[config.mk]
export PLATFORM = sky130hd
export DESIGN_NAME = buff_spawner
export DESIGN_NICKNAME = d
export VERILOG_FILES = /design/src/rtl/buff_pkg.sv /design/src/rtl/buff_spawner_slot.sv /design/src/rtl/buff_spawner.sv
export SDC_FILE = /design/constraint.sdc
export NUM_CORES = 1
export LEC_CHECK = 0
export ABC_AREA = 1
export CAP_MARGIN = 20
export CELL_PAD_IN_SITES_DETAIL_PLACEMENT = 1
export CELL_PAD_IN_SITES_GLOBAL_PLACEMENT = 1
export CORE_ASPECT_RATIO = 0.8
export CORE_MARGIN = 5
export CORE_UTILIZATION = 39
export CTS_CLUSTER_DIAMETER = 100
export DETAILED_ROUTE_END_ITERATION = 7
export HOLD_SLACK_MARGIN = 0.08
export PLACE_DENSITY_LB_ADDON = 0.1
export SLEW_MARGIN = 20
export SYNTH_ARGS = -nofsm -noshare
export SYNTH_HDL_FRONTEND = slang
export SYNTH_SLANG_ARGS = --single-unit
[constraint.sdc]
create_clock -name clk -period 2.8 [get_ports clk]
set_input_delay 0.56 -clock clk [delete_from_list [all_inputs] [get_ports clk]]
set_output_delay 0.56 -clock clk [all_outputs]
set_load 0.01 [all_outputs]
[src/rtl/buff_pkg.sv]
// Shared types, grid geometry and random-source helpers for the buff spawner.
package buff_pkg;

   typedef enum logic [1:0] {
      WAIT   = 2'd0,
      ACTIVE = 2'd1,
      FLASH  = 2'd2
   } buff_state_t;

   localparam int CELL_SIZE = 32;
   localparam int GRID_COLS = 20;
   localparam int GRID_ROWS = 15;

   localparam logic [15:0] LFSR_SEED = 16'hACE1;
   localparam logic [15:0] LFSR_TAPS = 16'hB400;

   // Fibonacci form: feedback is the parity of the tapped bits, shifted in at bit 0.
   function automatic logic [15:0] lfsr_next(input logic [15:0] cur);
      return {cur[14:0], ^(cur & LFSR_TAPS)};
   endfunction

   function automatic logic [10:0] grid_x(input logic [4:0] raw);
      logic [4:0] col;
      col = (raw >= 5'(GRID_COLS)) ? raw - 5'(GRID_COLS) : raw;
      return 11'(col) * 11'(CELL_SIZE);
   endfunction

   function automatic logic [10:0] grid_y(input logic [3:0] raw);
      logic [3:0] row;
      row = (raw >= 4'(GRID_ROWS)) ? raw - 4'(GRID_ROWS) : raw;
      return 11'(row) * 11'(CELL_SIZE);
   endfunction

endpackage

[src/rtl/buff_spawner_slot.sv]
// One buff slot: wait/active/flash lifecycle, respawn timer, lifetime,
// latched position and the one-cycle collected pulse.
module buff_slot
   import buff_pkg::*;
#(
   parameter int SLOT_IDX   = 0,
   parameter int LIFETIME   = 8,
   parameter int FLASH_TIME = 3,
   parameter int MIN_DELAY  = 3
) (
   input  logic        clk,
   input  logic        resetN,
   input  logic        countEn,
   input  logic        one_sec,
   input  logic        gameOver,
   input  logic        collision,
   input  logic        grant,
   input  logic [10:0] spawn_x,
   input  logic [10:0] spawn_y,
   input  logic [3:0]  respawn_delay,
   output logic        spawn_req,
   output logic        visible,
   output logic        active,
   output logic        flashing,
   output logic        collected,
   output logic [10:0] pos_x,
   output logic [10:0] pos_y
);

   localparam logic [3:0] RESET_TIMER = 4'(MIN_DELAY + SLOT_IDX);
   localparam logic [3:0] LIFE_LOAD   = 4'(LIFETIME);
   localparam logic [3:0] FLASH_LIFE  = 4'(FLASH_TIME);

   buff_state_t state, state_next;
   logic [3:0]  timer, timer_next;
   logic [3:0]  life, life_next;
   logic [10:0] x_next, y_next;
   logic        collected_next;

   always_ff @(posedge clk or negedge resetN) begin
      if (!resetN) begin
         state     <= WAIT;
         timer     <= RESET_TIMER;
         life      <= '0;
         pos_x     <= '0;
         pos_y     <= '0;
         collected <= 1'b0;
      end else begin
         state     <= state_next;
         timer     <= timer_next;
         life      <= life_next;
         pos_x     <= x_next;
         pos_y     <= y_next;
         collected <= collected_next;
      end
   end

   assign spawn_req = countEn & ~gameOver & one_sec & (state == WAIT) & (timer == 4'd0);

   // Collision is checked before the tick so a pickup on the expiry cycle still pulses.
   always_comb begin
      state_next     = state;
      timer_next     = timer;
      life_next      = life;
      x_next         = pos_x;
      y_next         = pos_y;
      collected_next = 1'b0;
      if (gameOver) begin
         state_next = WAIT;
         timer_next = RESET_TIMER;
      end else if (countEn) begin
         case (state)
            WAIT: begin
               if (one_sec) begin
                  if (timer != 4'd0) begin
                     timer_next = timer - 4'd1;
                  end else if (grant) begin
                     state_next = ACTIVE;
                     life_next  = LIFE_LOAD;
                     x_next     = spawn_x;
                     y_next     = spawn_y;
                  end
               end
            end
            ACTIVE, FLASH: begin
               if (collision) begin
                  collected_next = 1'b1;
                  state_next     = WAIT;
                  timer_next     = respawn_delay;
               end else if (one_sec) begin
                  life_next = life - 4'd1;
                  if (state == ACTIVE && life_next == FLASH_LIFE) begin
                     state_next = FLASH;
                  end else if (state == FLASH && life_next == 4'd0) begin
                     state_next = WAIT;
                     timer_next = respawn_delay;
                  end
               end
            end
            default: state_next = WAIT;
         endcase
      end
   end

   assign visible  = (state != WAIT);
   assign active   = (state == ACTIVE);
   assign flashing = (state == FLASH);

endmodule

[src/rtl/buff_spawner.sv]
// Buff producer: random cell picker, lowest-index spawn arbiter with occupancy
// check, blink generator and the per-slot lifecycle instances.
module buff_spawner
   import buff_pkg::*;
#(
   parameter int NUM_BUFFS    = 4,
   parameter int LIFETIME     = 8,
   parameter int FLASH_TIME   = 3,
   parameter int MIN_DELAY    = 3,
   parameter int DELAY_BITS   = 3,
   parameter int BLINK_FRAMES = 8
) (
   input  logic                 clk,
   input  logic                 resetN,
   input  logic                 countEn,
   input  logic                 one_sec,
   input  logic                 startOfFrame,
   input  logic                 gameOver,
   input  logic [NUM_BUFFS-1:0] collisionTank1Buff,
   input  logic [NUM_BUFFS-1:0] collisionTank2Buff,
   output logic [NUM_BUFFS-1:0] buffVisible,
   output logic [NUM_BUFFS-1:0] buffDrawEn,
   output logic [10:0]          buffTopLeftX [NUM_BUFFS],
   output logic [10:0]          buffTopLeftY [NUM_BUFFS],
   output logic [NUM_BUFFS-1:0] buffCollected
);

   localparam int FRAME_W = $clog2(BLINK_FRAMES + 1);

   logic [15:0]          lfsr;
   logic [10:0]          cand_x;
   logic [10:0]          cand_y;
   logic [3:0]           respawn_delay;
   logic [NUM_BUFFS-1:0] spawn_req;
   logic [NUM_BUFFS-1:0] grant;
   logic [NUM_BUFFS-1:0] slot_active;
   logic [NUM_BUFFS-1:0] slot_flash;
   logic                 occupied;
   logic [FRAME_W-1:0]   frame_cnt;
   logic                 blink_phase;

   // Free-running so the spawn pattern depends on when players act.
   always_ff @(posedge clk or negedge resetN) begin
      if (!resetN) begin
         lfsr <= LFSR_SEED;
      end else begin
         lfsr <= lfsr_next(lfsr);
      end
   end

   assign cand_x        = grid_x(lfsr[4:0]);
   assign cand_y        = grid_y(lfsr[8:5]);
   assign respawn_delay = 4'(MIN_DELAY) + 4'(lfsr[8+DELAY_BITS:9]);

   always_comb begin
      occupied = 1'b0;
      for (int j = 0; j < NUM_BUFFS; j++) begin
         if (buffVisible[j] && buffTopLeftX[j] == cand_x && buffTopLeftY[j] == cand_y) begin
            occupied = 1'b1;
         end
      end
   end

   // Isolate the lowest set request bit; a taken cell blocks everyone this cycle.
   assign grant = occupied ? '0 : (spawn_req & (~spawn_req + NUM_BUFFS'(1)));

   always_ff @(posedge clk or negedge resetN) begin
      if (!resetN) begin
         frame_cnt   <= '0;
         blink_phase <= 1'b0;
      end else if (startOfFrame) begin
         if (frame_cnt == FRAME_W'(BLINK_FRAMES - 1)) begin
            frame_cnt   <= '0;
            blink_phase <= ~blink_phase;
         end else begin
            frame_cnt <= frame_cnt + FRAME_W'(1);
         end
      end
   end

   for (genvar i = 0; i < NUM_BUFFS; i++) begin : g_slot
      buff_slot #(
         .SLOT_IDX   (i),
         .LIFETIME   (LIFETIME),
         .FLASH_TIME (FLASH_TIME),
         .MIN_DELAY  (MIN_DELAY)
      ) u_slot (
         .clk           (clk),
         .resetN        (resetN),
         .countEn       (countEn),
         .one_sec       (one_sec),
         .gameOver      (gameOver),
         .collision     (collisionTank1Buff[i] | collisionTank2Buff[i]),
         .grant         (grant[i]),
         .spawn_x       (cand_x),
         .spawn_y       (cand_y),
         .respawn_delay (respawn_delay),
         .spawn_req     (spawn_req[i]),
         .visible       (buffVisible[i]),
         .active        (slot_active[i]),
         .flashing      (slot_flash[i]),
         .collected     (buffCollected[i]),
         .pos_x         (buffTopLeftX[i]),
         .pos_y         (buffTopLeftY[i])
      );

      assign buffDrawEn[i] = slot_active[i] | (slot_flash[i] & blink_phase);
   end

endmodule

=== After elaboration in Yosys (flattened, before gate mapping) ===
Cells that the tools add are included.

* Register bits after elaboration: 101
* Output and inout bits: 100

* Add/subtract/negate cells: 13
* $lt $le $gt $ge: 2
* Eq/ne operators: 73
* Mux-type cells: 124
* Bitwise gates (word level): 30
* Reduce and logical (&&, ||, !) cells: 67

{| class="wikitable"
|+ Operators by type and width
! operator !! number
|-
| 2-to-1 mux 4 bit || 55
|-
| 2-to-1 mux 2 bit || 36
|-
| case mux 4 bit (2 select lines) || 8
|-
| inequality test 3 bit, second input constant || 16
|-
| AND reduction 6 bit || 8
|-
| inequality test 2 bit, second input constant || 20
|-
| zero test 4 bit || 8
|-
| inequality test 4 x 3 -> 1 bit, second input constant || 8
|-
| AND reduction 8 bit || 4
|-
| subtractor 4 x 1 -> 4 bit, second input constant || 8
|-
| AND reduction 7 bit || 4
|-
| == test 5 bit || 4
|-
| 2-to-1 mux 1 bit || 20
|-
| inequality test 5 x 2 -> 1 bit, second input constant || 4
|-
| nonzero test 2 bit || 9
|-
| == test 4 x 2 -> 1 bit, second input constant || 4
|-
| == test 4 bit || 4
|-
| logical AND 1 bit || 16
|-
| inequality test 4 x 2 -> 1 bit, second input constant || 4
|-
| case mux 2 bit (2 select lines) || 4
|-
| nonzero test 4 bit || 4
|-
| XOR reduction 16 bit || 1
|-
| AND 1 bit || 14
|-
| nonzero test 3 bit || 4
|-
| other kinds (17) || 42
|}

=== Depth between registers and ports, before layout ===
* Word-level depth: 16
* Depth in mapped cells: 19
* Mapped depth without buffers: 18

=== Cells and area by module ===
A second synthesis with hierarchy kept.

* Cells, all modules: 1184
* Area total of the unflattened synthesis: 9083.7 um^2

{| class="wikitable"
|+ Modules (own cells, without submodules)
! module !! times used !! cells each !! area each (um^2) !! seq. area each (um^2)
|-
| buff_spawner || 1 || 291 || 1914.3 || 535.5
|-
| buff_slot at g_slot[2].u_slot || 1 || 240 || 1854.3 || 828.3
|-
| buff_slot at g_slot[0].u_slot || 1 || 217 || 1800.5 || 828.3
|-
| buff_slot at g_slot[3].u_slot || 1 || 218 || 1759.2 || 828.3
|-
| buff_slot at g_slot[1].u_slot || 1 || 218 || 1755.4 || 827.0
|}

=== Worst setup path before layout ===
OpenSTA, ideal clock, no wires.

* Path kind: register to register
* Start point: reg lfsr[5]
* End point: reg g_slot[2].u_slot.life[3]
* Library setup time: 0.113 ns
* Data arrival time: 2.081 ns
* Data required time: 2.687 ns
* Setup slack: 0.605 ns
* Stages on the path, launching flop included: 17
* Path buffers: 1
* Cell sequence: dfstp_2 > ha_1 > nand2_2 > nor2_4 > nand2_2 > nand2_2 > xor2_1 > nand3_1 > nor2_1 > nor2_4 > nand3_2 > buf_6 > nand2_4 > nand2_4 > nand2_1 > nand2_1 > inv_1

* Longest elaborated chain between the ends: 11
* Elaborated cells between the ends (all ways): 18
* Those cells by class: add/sub: 1; order compare: 1; eq/ne: 5; mux: 6; reduce/logical: 5

{| class="wikitable"
|+ RTL lines
! item !! line !! text
|-
| start, declared || buff_spawner.sv:30 || <nowiki>logic [15:0] lfsr;</nowiki>
|-
| start signal, assigned || buff_spawner.sv:47 || <nowiki>lfsr <= lfsr_next(lfsr);</nowiki>
|-
| subtractor 4 bit / greater-or-equal comparator 4 bit (equally long branches) || buff_pkg.sv:30 || <nowiki>row = (raw >= 4'(GRID_ROWS)) ? raw - 4'(GRID_ROWS) : raw;</nowiki>
|-
| 2-to-1 mux 4 bit * || buff_pkg.sv:30 ||
|-
| == test 4 bit || buff_spawner.sv:58 || <nowiki>if (buffVisible[j] && buffTopLeftX[j] == cand_x && buffTopLeftY[j] == cand_y) begin</nowiki>
|-
| logical AND 1 bit || buff_spawner.sv:58 ||
|-
| 2-to-1 mux 1 bit (3 in a row) || buff_spawner.sv:58 ||
|-
| 2-to-1 mux 1 bit * || buff_spawner.sv:58 ||
|-
| 2-to-1 mux 4 bit * || buff_spawner.sv:65 || <nowiki>assign grant = occupied ? '0 : (spawn_req & (~spawn_req + NUM_BUFFS'(1)));</nowiki>
|-
| inequality test 2 bit (no source line) * || - ||
|-
| AND reduction 8 bit (no source line) * || - ||
|-
| end signal, assigned || buff_spawner_slot.sv:51 || <nowiki>life <= life_next;</nowiki>
|-
| end, declared || buff_spawner_slot.sv:36 || <nowiki>logic [3:0] life, life_next;</nowiki>
|}

Mark *: on every way between the ends. The rest lies on a longest branch, timed or not.
A chain may end at the register's enable or synchronous reset.

=== Worst setup path in the final report ===
* Start point: reg lfsr[5]
* End point: reg g_slot[1].u_slot.pos_y[8]

* Longest elaborated chain between the ends: 10
* Elaborated cells between the ends (all ways): 17
* Those cells by class: add/sub: 1; order compare: 1; eq/ne: 4; mux: 6; reduce/logical: 5

{| class="wikitable"
|+ RTL lines
! item !! line !! text
|-
| subtractor 4 bit / greater-or-equal comparator 4 bit (equally long branches) || buff_pkg.sv:30 ||
|-
| 2-to-1 mux 4 bit * || buff_pkg.sv:30 ||
|-
| == test 4 bit || buff_spawner.sv:58 ||
|-
| logical AND 1 bit || buff_spawner.sv:58 ||
|-
| 2-to-1 mux 1 bit (4 in a row) || buff_spawner.sv:58 ||
|-
| 2-to-1 mux 4 bit || buff_spawner.sv:65 ||
|-
| AND reduction 6 bit (no source line) || - ||
|-
| end signal, assigned || buff_spawner_slot.sv:53 || <nowiki>pos_y <= y_next;</nowiki>
|-
| end, declared || buff_spawner_slot.sv:27 || <nowiki>output logic [10:0] pos_y</nowiki>
|}

Marked as above.

==> results.sh <==
export IMPL_fin_area_sq_mm=0.007609
export IMPL_fin_crit_ps=2596
export IMPL_finalSetupViolCount=0
export IMPL_required_ps=3020
export IMPL_hold_ws_ps=352.5
export IMPL_wl_mm=18.86
export IMPL_wl_per_cell_um=16.33
export IMPL_status="finished clean"
export IMPL_fin_tns_setup_ps=0
export IMPL_fill_cells=2107
export IMPL_ys_seq_area_share_pct=38.58
export IMPL_yosysTopAreaCell="dfrtp_1"
export IMPL_synthCells=860
export IMPL_dp_hpwl_mm=14.93
export IMPL_worstPathArrival_ps=2820
export IMPL_ys_types=42
export IMPL_synthTopCellsByArea="dfrtp_1 (33%), nand2_1 (11%), ha_1 (7.4%)"
export IMPL_crit_path_cell_trace="ha_2 -> nand2_2 -> nor2_4 -> nand2_1 -> nand2_1 -> xor2_1 -> nor2_1 -> nand3_1 -> nand2_1 -> inv_2 -> nand3_2 -> nand2_1 -> o21ai_1"
export IMPL_cap_violations=0
export IMPL_area_delta_synth_final_pct=15.28
export IMPL_power_total_mw=5.587
export IMPL_r2r_start="lfsr[5]$_DFF_PN1_"
export IMPL_crit_fanout=18
export IMPL_seqCellArea_sq_mm=0.002546
export IMPL_netlist_area_sq_mm=0.006600
export IMPL_root_buffer="clkbuf_16"
export IMPL_worst_path_most_repeated_cell="nand2_1"
export IMPL_dpl_cell_area_sq_mm=0.007306
export IMPL_max_freq_mhz=385.2
export IMPL_clk_latency_ps=350
export IMPL_crit_buf_inv=1
export IMPL_multi_input_area_sq_mm=0.003293
export IMPL_grt_overflow_total=0
export IMPL_nets=983
export IMPL_grt_pass1_wl_mm=30.84
export IMPL_hold_path_class="reg -> reg"
export IMPL_io_pins=114
export IMPL_postRouteAntennaNets=0
export IMPL_fin_ws_ps=203.7
export IMPL_cts_tree="done"
export IMPL_gp_congestion=0.8596
export IMPL_start_kind="flop"
export IMPL_clk_pin_slew_ps=70
export IMPL_htree_levels=3
export IMPL_worstMarginPinSlew_ps=647.3
export IMPL_grt_max_degree=69
export IMPL_track_usage_pct=19.27
export IMPL_r2r_end="g_slot[1].u_slot.pos_y[8]$_DFFE_PN0P_"
export IMPL_cts_buffers=9
export IMPL_synthFlopType="dfrtp_1"
export IMPL_post_drt_via_cell_ratio=4.950
export IMPL_post_cts_buffers=0
export IMPL_syn_avg_cell_area_sq_um=7.675
export IMPL_dieArea_sq_mm=0.01964
export IMPL_die_x_um=155.4
export IMPL_synth_top_area_share_pct=32.61
export IMPL_dr_pass1_iters=4
export IMPL_finalClockSkew_ps=11.36
export IMPL_powerDensity_mw_per_mm2=734.4
export IMPL_grt_pass1_vias=5888
export IMPL_cts_sinks=101
export IMPL_max_stage_delay_ps=580
export IMPL_startpoint="lfsr[5]$_DFF_PN1_"
export IMPL_pre_cts_ws_ps=108.1
export IMPL_fin_crit_sh_pct=92.72
export IMPL_vdd_ir_drop_worst_mv=0.4213
export IMPL_chipHeight_um=126.4
export IMPL_async_flop_share_pct=100.0
export IMPL_critPathTopFamily="simple AND/OR/NAND/NOR gates"
export IMPL_post_route_drc_count=0
export IMPL_io_buffers=61
export IMPL_clockBufferDepth=2
export IMPL_holdPathEnd="lfsr[15]$_DFF_PN1_"
export IMPL_p_leak_nw=3.662
export IMPL_drive_gt1_share_pct=9.626
export IMPL_worstHoldStart="lfsr[14]$_DFF_PN0_"
export IMPL_slew_headroom_pct=56.39
export IMPL_hold_violations=0
export IMPL_diodes=0
export IMPL_antenna_found_initial=0
export IMPL_drt_iter0_markers=256
export IMPL_crit_type="reg -> reg"
export IMPL_slew_viol_final=0
export IMPL_crit_path_end_kind="flop"
export IMPL_ys_seq_elements=101
export IMPL_synth_edf_count=0
export IMPL_vias=5717
export IMPL_initial_core_util_pct=39.75
export IMPL_r2r_cells=13
export IMPL_core_area_sq_mm=0.01661
export IMPL_cp_slowest_cell="dfstp_2"
export IMPL_yosys_warnings=0
export IMPL_placement_rows=42
export IMPL_r2r_setup_slack_ps=200
export IMPL_hold_depth=0
export IMPL_rsz0062_at_grt="yes"
## synth_stat cells, types with 2 or more instances
| master | instances |
|---|---|
| nand2_1 | 200 |
| inv_1 | 118 |
| dfrtp_1 | 86 |
| nor2_1 | 68 |
| o21ai_0 | 68 |
| buf_4 | 60 |
| nand3_1 | 50 |
| ha_1 | 39 |
| o21ai_1 | 21 |
| a21oi_1 | 17 |
| dfstp_2 | 15 |
| nor3_1 | 15 |
| xor2_1 | 12 |
| xnor2_1 | 11 |
| nand2_2 | 10 |
| nand3_2 | 8 |
| nand3b_1 | 7 |
| or2_2 | 7 |
| nand2_4 | 5 |
| o22ai_1 | 5 |
| nand4_1 | 4 |
| buf_2 | 3 |
| buf_6 | 3 |
| clkbuf_2 | 3 |
| a2111oi_0 | 2 |
| clkbuf_1 | 2 |
| inv_2 | 2 |
| nor2_4 | 2 |
| nor4_1 | 2 |
| o221ai_1 | 2 |
| o31ai_1 | 2 |
## worst max path at each step
stage	to	slack, ps	cells past startpoint
2_1_floorplan	g_slot[2].u_slot.life[3]$_DFFE_PN0P_	610	16
3_3_place_gp	g_slot[2].u_slot.pos_y[5]$_DFFE_PN0P_	180	9
3_5_place_dp	g_slot[1].u_slot.life[0]$_DFFE_PN0P_	110	16
4_1_cts	g_slot[1].u_slot.life[0]$_DFFE_PN0P_	110	16
5_1_grt	g_slot[1].u_slot.pos_x[5]$_DFFE_PN0P_	-8	14
6_report	g_slot[1].u_slot.pos_y[8]$_DFFE_PN0P_	200	13
## flip-flops by register name, indices dropped and copies added (netlist names)
signal,count
blink_phase,1
frame_cnt,4
g_slot.u_slot.collected,4
g_slot.u_slot.life,16
g_slot.u_slot.pos_x,20
g_slot.u_slot.pos_y,16
g_slot.u_slot.state,8
g_slot.u_slot.timer,16
lfsr,16
## cell usage in the layout (no fill, tap or decap), types with 9 or more instances in the layout
cell type          n
dfrtp_1           86
dfstp_2           15
a21oi_1           17
xnor2_1           11
nand3_2            9
nand2_1          198
o21ai_1           21
nand2_2           11
nor2_1            67
xor2_1            12
clkdlybuf4s50_1   60
inv_1            118
nor3_1            15
nand3_1           49
ha_1              38
clkbuf_16          9
buf_4             16
conb_1            52
o21ai_0           68
## logic make-up (layout without fill, tap and decap cells)
logic type,count (synthesis),after routing,share of synthesized area (%)
buffers and inverters,191,215,14.73
DFF,101,101,38.58
xor gates and xnor gates,23,23,3.052
and+or+nand+nor,380,380,25.80
adders and majority gates,39,39,7.393
other,1,52,0.05682
AOI/OAI and AO/OA,125,125,10.39
## per-stage QoR
step                utilization [%]  instances
floorplan                         -        911
global placement              43.99       1138
detailed placement            43.99       1138
CTS                           45.70       1155
global route                  45.82       1155
finish                        45.82       1155
## routing by layer
layer,global-route usage [%],up-vias,routed length (um)
met5,0,-,0
met4,3.139,0,152
met3,3.098,14,867
met2,31.86,139,8769
met1,27.21,2796,9072
li1,-,2768,-
## worst reg2reg max path: cells and delay by family, from the launching register on
| kind | cells | cell delay [ps] |
|---|---|---|
| and+or+nand+nor | 9 | 1260 |
| AOI/OAI and AO/OA | 1 | 80 |
| buffers and inverters | 1 | 120 |
| xor gates and xnor gates | 1 | 200 |
| adders and majority gates | 1 | 230 |
| DFF | 1 | 580 |
## report_power, final
part           leakage, nW  total (mW)  internal [mW]  switching [mW]
logic                 2.22        2.38          0.906            1.47
clock network        0.122        1.20          0.630           0.571
registers             1.32        2.01           1.77           0.240
## layout make-up
cell class	instances	share of cell area (%)
clock buffers	13	3.289
clock inverters	3	0.2960
inverters	120	5.920
multi-input cells	619	43.28
flip-flops and latches	101	33.46
well taps	220	3.618
repair buffers	79	10.13
## what timing repair did
action | 4_1_cts | 5_1_grt
endpoints found under the setup margin | 0 | 40
gates resized for setup | 0 | 6
endpoints found under the hold margin | 5 | 0
hold buffers | 1 | 0
No activity file was read; power rests on OpenSTA's default activity.
==> patch: new RTL, same flow settings <==
Encoding of `buff_state_t`: now one-hot (3 bits for 3 states).
--- a/src/rtl/buff_pkg.sv
+++ b/src/rtl/buff_pkg.sv
@@ -3,6 +3,6 @@
 
-   typedef enum logic [1:0] {
-      WAIT   = 2'd0,
-      ACTIVE = 2'd1,
-      FLASH  = 2'd2
+   typedef enum logic [2:0] {
+      WAIT   = 3'b001,
+      ACTIVE = 3'b010,
+      FLASH  = 3'b100
    } buff_state_t;
Function: no difference found for any inputs over 4 cycles, from zero or initial values and one cycle with resetN low; so few cycles prove little.
==> patch against the original RTL <==
Synthesized area shrank 0.21%; sequential cell count grew 4; setup slack lost 22 ps; routed wire length shrank 1.0%; via count shrank 1.1%; design area grew 0.59%; die area shrank 0.19%; power shrank 15%; largest power group is now sequential cells.
==> patch: results (changes against the original RTL) <==
Placed Area = 0.00728 sq mm (-0.34%)
First-pass GRT wire length = 30,900 microns (+0.20%)
Routability cong. = 0.809 (-5.9%)
Pre-antenna DRT Iters = 6 (+2)
Slew at the pin closest to its max-slew limit = 761 ps (+114 ps)
Area contributors post-synth = dfrtp_1, nand2_1, dfstp_2
Reg2Reg Depth = 16 (+3)
Clock latency on the worst-skew pair = 360 ps
Crit Path Max Fanout = 9 (-9)
Post-synthesis compound-gate area fraction = 10.4% (+0.022 points)
Horiz. Die Dim = 155 microns (about the same)
Clock Skew = 13.2 ps (+1.82 ps)
Share of layout cells above drive strength 1 = 11.1% (+1.5 points)
F_max = 382 MHz (-0.85%)
Adder-cell share of the synthesized area = 4.18% (-3.2 points)
Synth top cells by count = nand2_1, inv_1, dfrtp_1, nor2_1, o21ai_0
CP top delay family = buffers and inverters
CP Data Arrival Time = 2060 ps (-760 ps)
Clk_buf instances = 10 (-3)
Vias in the first global route = 5,945 (+0.97%)
Final wirelength = 18,700 microns (-1.0%)
1st-iter DRT viols = 304 (+19%)
DR vias/cell = 4.96 (+0.22%)
Share of Yosys cell area claimed by the top area cell type = 32.7% (+0.068 points)
HP Class = primary input to asynchronous set/reset pin
Yosys reg bits = 105 (+4.0%)
Seq/total area = 34.6% (+1.2 points)
Initial antenna violation count = 0 (unchanged)
CTS root buffer = clkbuf_16
Netlist cell types = 43 (+2.4%)
Gr usage total = 19.5% (+0.20 points)
Synth Area in XOR/XNOR = 3.46% (+0.41 points)
Clock network area share = 4.36% (+0.78 points)
Non-clk bufs = 79 (unchanged)
Fillcell total = 2,044 (-3.0%)
Dpl hpwl = 14,300 microns (-4.2%)
Multi-input logic area = 0.00324 sq mm (-1.6%)
FF-to-FF End = g_slot[0].u_slot.pos_x[6]
Worst vdd ir = 0.000312 V (-26%)
Largest net degree at the start of global routing = 50 (-28%)
Switch share = 35.1% (-5.7 points)
Multi-Input Combinational = 624 (+0.81%)
Diodes inserted = 0 (unchanged)
CP peak stage delay = 530 ps (-50 ps)
P_leak = 3.55 nW (-3.1%)
R2R Setup Slk = 190 ps
Register area share after synthesis = 40.3% (+1.7 points)
Status = finished, final reports clean
Slowest-stage cell, CP = clkdlybuf4s50_1
Nets = 951 (-3.3%)
Non-CTS inverters = 96 (-20%)
Buffering overhead = 10.3% (+0.22 points)
H-tree lvl count = 3 (unchanged)
==> patch: how the worst max path moves through the flow <==
stage	from	end	cells after the start
after CTS	g_slot[3].u_slot.state[2]	buffDrawEn[3]	5
final	g_slot[3].u_slot.state[2]	buffDrawEn[3]	5
after global routing	lfsr[5]	g_slot[0].u_slot.pos_x[6]	16
after global placement	gameOver	g_slot[1].u_slot.timer[0]	9
after floorplan	lfsr[5]	g_slot[2].u_slot.life[3]	16
after detailed placement	gameOver	g_slot[3].u_slot.timer[0]	9
==> patch: logic make-up after synthesis <==
group / count (synthesis)
other: 1
buffers and inverters: 171
adders and majority gates: 22
xor gates and xnor gates: 26
DFF: 105
AOI/OAI and AO/OA: 125
and+or+nand+nor: 399
==> patch: through the flow <==
step	cells	util [%]	worst slack, ps	hold WS (ps)
floorplan	900	-	571	264
global placement	1124	44.0	184	335
CTS	1140	46.0	50.5	260
global route	1140	46.2	3.63	288
detailed placement	1124	44.0	140	340
finish	1140	46.2	182	250
==> patch: power groups by stage <==
stage | combinational [W] | sequential [W] | clock [W]
after floorplan | 0.00110 | 0.00189 | 0
after global placement | 0.00136 | 0.00192 | 0
after detailed placement | 0.00141 | 0.00193 | 0
after CTS | 0.00142 | 0.00191 | 0.00148
after global routing | 0.00161 | 0.00194 | 0.00154
final | 0.00141 | 0.00191 | 0.00144
==> patch: repair_timing <==
action | CTS | global route
hold buffers | 0 | 0
endpoints found under the setup margin | 1 | 28
gates resized for setup | 1 | 8
endpoints found under the hold margin | 0 | 0
==> patch: per-layer routing <==
| layer | routed length [microns] | track usage [%] |
|---|---|---|
| met1 | 9060 | 27.9 |
| met2 | 8380 | 30.6 |
| met3 | 1030 | 4.32 |
| met4 | 184 | 3.60 |
| met5 | 0 | 0 |
